[src/rtl/gray_seq_counter.sv]
`default_nettype none
// ============================================================================
//  Module      : gray_seq_counter
//  Description : Registered Gray-code sequence generator. An internal binary
//                count is stepped up or down, loaded, wrapped or saturated,
//                and presented as Gray code so that every counting step flips
//                exactly one bit of g. Drives the g input of a downstream
//                Gray-to-binary converter; bin is the matching golden value.
//  Ports       : clk      - rising-edge clock
//                rst_n    - asynchronous active-low reset
//                en       - count enable (one step per clock while high)
//                up_dn    - direction, 1 = up, 0 = down
//                load     - synchronous load strobe (highest priority)
//                load_val - binary value captured on load
//                g        - registered Gray-code count
//                bin      - registered binary count
//                tc       - combinational terminal-count flag
//                sat      - registered flag, last enabled step was blocked
//  Revision    : 1.0 - initial release
// ============================================================================
module gray_seq_counter #(
   parameter int WIDTH = 4,   // count width, 2..16
   parameter int WRAP  = 1    // 1 = wrap at end of range, 0 = saturate
) (
   input  logic             clk,
   input  logic             rst_n,
   input  logic             en,
   input  logic             up_dn,
   input  logic             load,
   input  logic [WIDTH-1:0] load_val,
   output logic [WIDTH-1:0] g,
   output logic [WIDTH-1:0] bin,
   output logic             tc,
   output logic             sat
);

   localparam logic [WIDTH-1:0] c_zero     = '0;
   localparam logic [WIDTH-1:0] c_one      = WIDTH'(1);
   localparam logic [WIDTH-1:0] c_all_ones = '1;
   localparam logic             c_wrap_en  = (WRAP != 0);

   logic [WIDTH-1:0] r_bin;
   logic [WIDTH-1:0] r_gray;
   logic             r_sat;

   logic             w_at_max;
   logic             w_at_min;
   logic [WIDTH-1:0] w_bin_next;
   logic [WIDTH-1:0] w_gray_next;
   logic             w_sat_next;

   assign w_at_max = (r_bin == c_all_ones);
   assign w_at_min = (r_bin == c_zero);

   // Next-count selection: load beats counting, idle holds everything.
   // The modulo-2^WIDTH add/subtract already produces the wrap values, so the
   // end-of-range case only has to decide between stepping and holding.
   always_comb begin
      w_bin_next = r_bin;
      w_sat_next = r_sat;
      if (load) begin
         w_bin_next = load_val;
         w_sat_next = 1'b0;
      end else if (en) begin
         if (up_dn) begin
            if (!w_at_max || c_wrap_en) begin
               w_bin_next = r_bin + c_one;
               w_sat_next = 1'b0;
            end else begin
               w_sat_next = 1'b1;
            end
         end else begin
            if (!w_at_min || c_wrap_en) begin
               w_bin_next = r_bin - c_one;
               w_sat_next = 1'b0;
            end else begin
               w_sat_next = 1'b1;
            end
         end
      end
   end

   // Gray is derived from the next binary value so g and bin share one edge.
   assign w_gray_next = w_bin_next ^ (w_bin_next >> 1);

   always_ff @(posedge clk or negedge rst_n) begin
      if (!rst_n) begin
         r_bin  <= c_zero;
         r_gray <= c_zero;
         r_sat  <= 1'b0;
      end else begin
         r_bin  <= w_bin_next;
         r_gray <= w_gray_next;
         r_sat  <= w_sat_next;
      end
   end

   // Flags the cycle before a wrap or saturate edge.
   assign tc  = en & ~load & ((up_dn & w_at_max) | (~up_dn & w_at_min));

   assign g   = r_gray;
   assign bin = r_bin;
   assign sat = r_sat;

endmodule
`default_nettype wire

[config.mk]
export PLATFORM = sky130hd
export DESIGN_NAME = gray_seq_counter
export DESIGN_NICKNAME = d
export VERILOG_FILES = /design/src/rtl/gray_seq_counter.sv
export SDC_FILE = /design/constraint.sdc
export NUM_CORES = 1
export LEC_CHECK = 0
export CAP_MARGIN = 15
export CORE_AREA = 2 2 39 41
export CTS_BUF_LIST = sky130_fd_sc_hd__clkbuf_4 sky130_fd_sc_hd__clkbuf_8
export CTS_CLUSTER_DIAMETER = 30
export DETAILED_ROUTE_END_ITERATION = 6
export DIE_AREA = 0 0 41 43
export GPL_TIMING_DRIVEN = 0
export PLACE_DENSITY = 0.77
export SLEW_MARGIN = 20
export SYNTH_ARGS = -nofsm -noshare
export SYNTH_HDL_FRONTEND = slang
export SYNTH_SLANG_ARGS = --single-unit
[constraint.sdc]
create_clock -name clk -period 1.6 [get_ports clk]
set_input_delay 0.32 -clock clk [delete_from_list [all_inputs] [get_ports clk]]
set_output_delay 0.32 -clock clk [all_outputs]
set_load 0.03 [all_outputs]
==> impl_metrics.tcl <==
set metrics [dict create \
    outcome "complete, but fails checks" \
    failed_checks "setup timing" \
    cts_tree "built" \
    layout.cells.non_filler 83 \
    worstHoldPathType "in -> async" \
    drv_cap 0 \
    hpwl_um 686 \
    path_clk_slew_ns 0.06 \
    yosysSeqAreaShare 0.400 \
    synthDistinctLibCells 22 \
    grt_usage 0.129 \
    synth_nets 55 \
    syn_avg_cell_area_sq_um 10.2 \
    viasPerCell 4.49 \
    ys_ff_latch 7 \
    htreeDepth 1 \
    initial_utilization 0.316 \
    slowest_delay_ns 0.43 \
    crit_slowest_cell "dfrtp_2" \
    p_leak_nw 0.332 \
    numCtsBuffers 3 \
    grt_pass1_vias 334 \
    path_cells "buf_12 > ha_4 > a21oi_2 > a211oi_1 > or3_4 > xor2_1" \
    finalCritPeriodShare 1.06 \
    setup_viol 3 \
    fin_ws_ns -0.0895 \
    hold_viol 0 \
    fmax_mhz 592 \
    area_growth_pct 64.3 \
    core_area_sq_um 1380 \
    clk_latency_ns 0.25 \
    die_w_um 41 \
    nets 80 \
    via_count 373 \
    antenna_cells 0 \
    drt_wl_total_um 966 \
    crit_path_start_kind "flop" \
    worstPathArrival_ns 1.81 \
    drt_iter0_drc 5 \
    gp_congestion 0.685 \
    clkSinkCount 7 \
    die-area_sq_um 1760 \
    path_class "reg -> reg" \
    io_pins 19 \
    rsz0062_at_grt "true" \
    ant_nets 0 \
    yosysWarnings 0 \
    pre_cts_ws_ns -0.711 \
    die_h_um 43 \
    hold_buffers 0 \
    drive_gt1_frac 0.343 \
    dp.cells 75 \
    drc_errors 0 \
    drv_slew 0 \
    grt_pass1_wl_mm 1.50 \
    worstRegToRegCells 6 \
    syn_inst 43 \
    end_kind "flop" \
    antenna_found_initial 0 \
    utilization 0.520 \
    ir_worst_vdd_uv 692 \
    rows 14 \
    skew_ns 0.00561 \
    drt_first_pass_iters 2 \
    overflow 0 \
    cts-root-buf "clkbuf_4" \
    final_cell_mix "buf_4 (7), clkdlybuf4s50_1 (7), dlygate4sd2_1 (6)" \
    synth.cell_area_sq_um 438 \
    clockBufferDepth 2 \
    worstPathRequired_ns 1.72 \
    reg2reg_setup_slack_ns -0.09 \
    fin_crit_ns 1.69 \
    io_buffers 16 \
    p_per_area_nw_per_um2 1130 \
    crit_fanout 4 \
    wl_per_cell_um 11.6 \
    grt_max_degree 10 \
]
## worst paths after layout
kind                         from  endpoint
setup reg to reg           bin[2]      g[2]
min in group clk             load    bin[2]
max in group asynchronous   rst_n    bin[1]
hold / removal              rst_n    bin[3]
hold reg to reg            bin[3]    bin[3]
setup / recovery           bin[2]      g[2]
## kinds of logic after synthesis
family                     Yosys count  synth area share
adders and majority gates            3             0.103
and+or+nand+nor                     12             0.160
muxes                                2            0.0457
other                                1           0.00856
xor gates and xnor gates             6             0.120
DFF                                  7             0.400
buffers and inverters                5            0.0686
AOI/OAI and AO/OA                    7            0.0943
## flip-flops by register name, summed over array words and instances (netlist names)
register	flops
g	3
bin	4
## stage by stage
stage,power [mW],instance area [sq um],hold slack [ns],setup TNS (ns)
3_3_place_gp,0.593,638,0.586,-3.84
2_1_floorplan,0.462,458,0.0244,-0.0656
4_1_cts,0.809,701,0.332,-0.156
3_5_place_dp,0.600,638,0.600,-4.05
5_1_grt,0.853,719,0.339,-0.346
6_report,0.813,719,0.326,-0.176
## Yosys cell counts
cell / number / area [sq um]
a211oi_1: 1 / 7.51
a21oi_1: 3 / 15.0
a22o_1: 1 / 8.76
and3_1: 1 / 6.26
and4b_1: 1 / 10.0
buf_4: 3 / 22.5
conb_1: 1 / 3.75
dfrtp_1: 7 / 175
fa_1: 1 / 20.0
ha_1: 2 / 25.0
inv_1: 2 / 7.51
mux2i_1: 2 / 20.0
nand2_1: 3 / 11.3
nand3_1: 2 / 10.0
nor2_1: 2 / 7.51
nor4_1: 1 / 6.26
o21ai_0: 1 / 5.00
o21ai_1: 1 / 5.00
or2b_1: 1 / 7.51
or3_4: 1 / 11.3
xnor2_1: 4 / 35.0
xor2_1: 2 / 17.5
## repair_timing
action                     4_1_cts  5_1_grt
pin swaps                        4        3
resized for setup               18        2
setup buffers                    2        2
setup endpoints to repair       12        5
## worst max-delay path, delay by kind of cell, from the launching register on
family,cells,cell delay (ns)
DFF,1,0.43
and+or+nand+nor,1,0.38
adders and majority gates,1,0.24
AOI/OAI and AO/OA,2,0.23
xor gates and xnor gates,1,0.15
buffers and inverters,1,0.13
## report_power, final
group | switching [mW] | leakage (nW) | internal [mW]
Sequential | 0.0314 | 0.0801 | 0.219
Combinational | 0.201 | 0.233 | 0.180
Clock | 0.0689 | 0.0184 | 0.112
## routing by layer
layer | track usage | vias to the layer above | share of wire
met5 | 0 | - | 0
met4 | 0.0600 | 0 | 0
met1 | 0.176 | 173 | 0.42
met2 | 0.194 | 8 | 0.54
li1 | - | 192 | -
met3 | 0.0157 | 0 | 0.038
## layout make-up
type                            count  area (sq um)
Inverter                            2          7.51
Timing Repair Buffer               20           195
Buffer                              3          22.5
Sequential cell                     7           179
Fill cell                         136           664
Tap cell                           16          20.0
Multi-Input combinational cell     31           265
Clock buffer                        4          30.0
(Power assumes the default switching activity.)
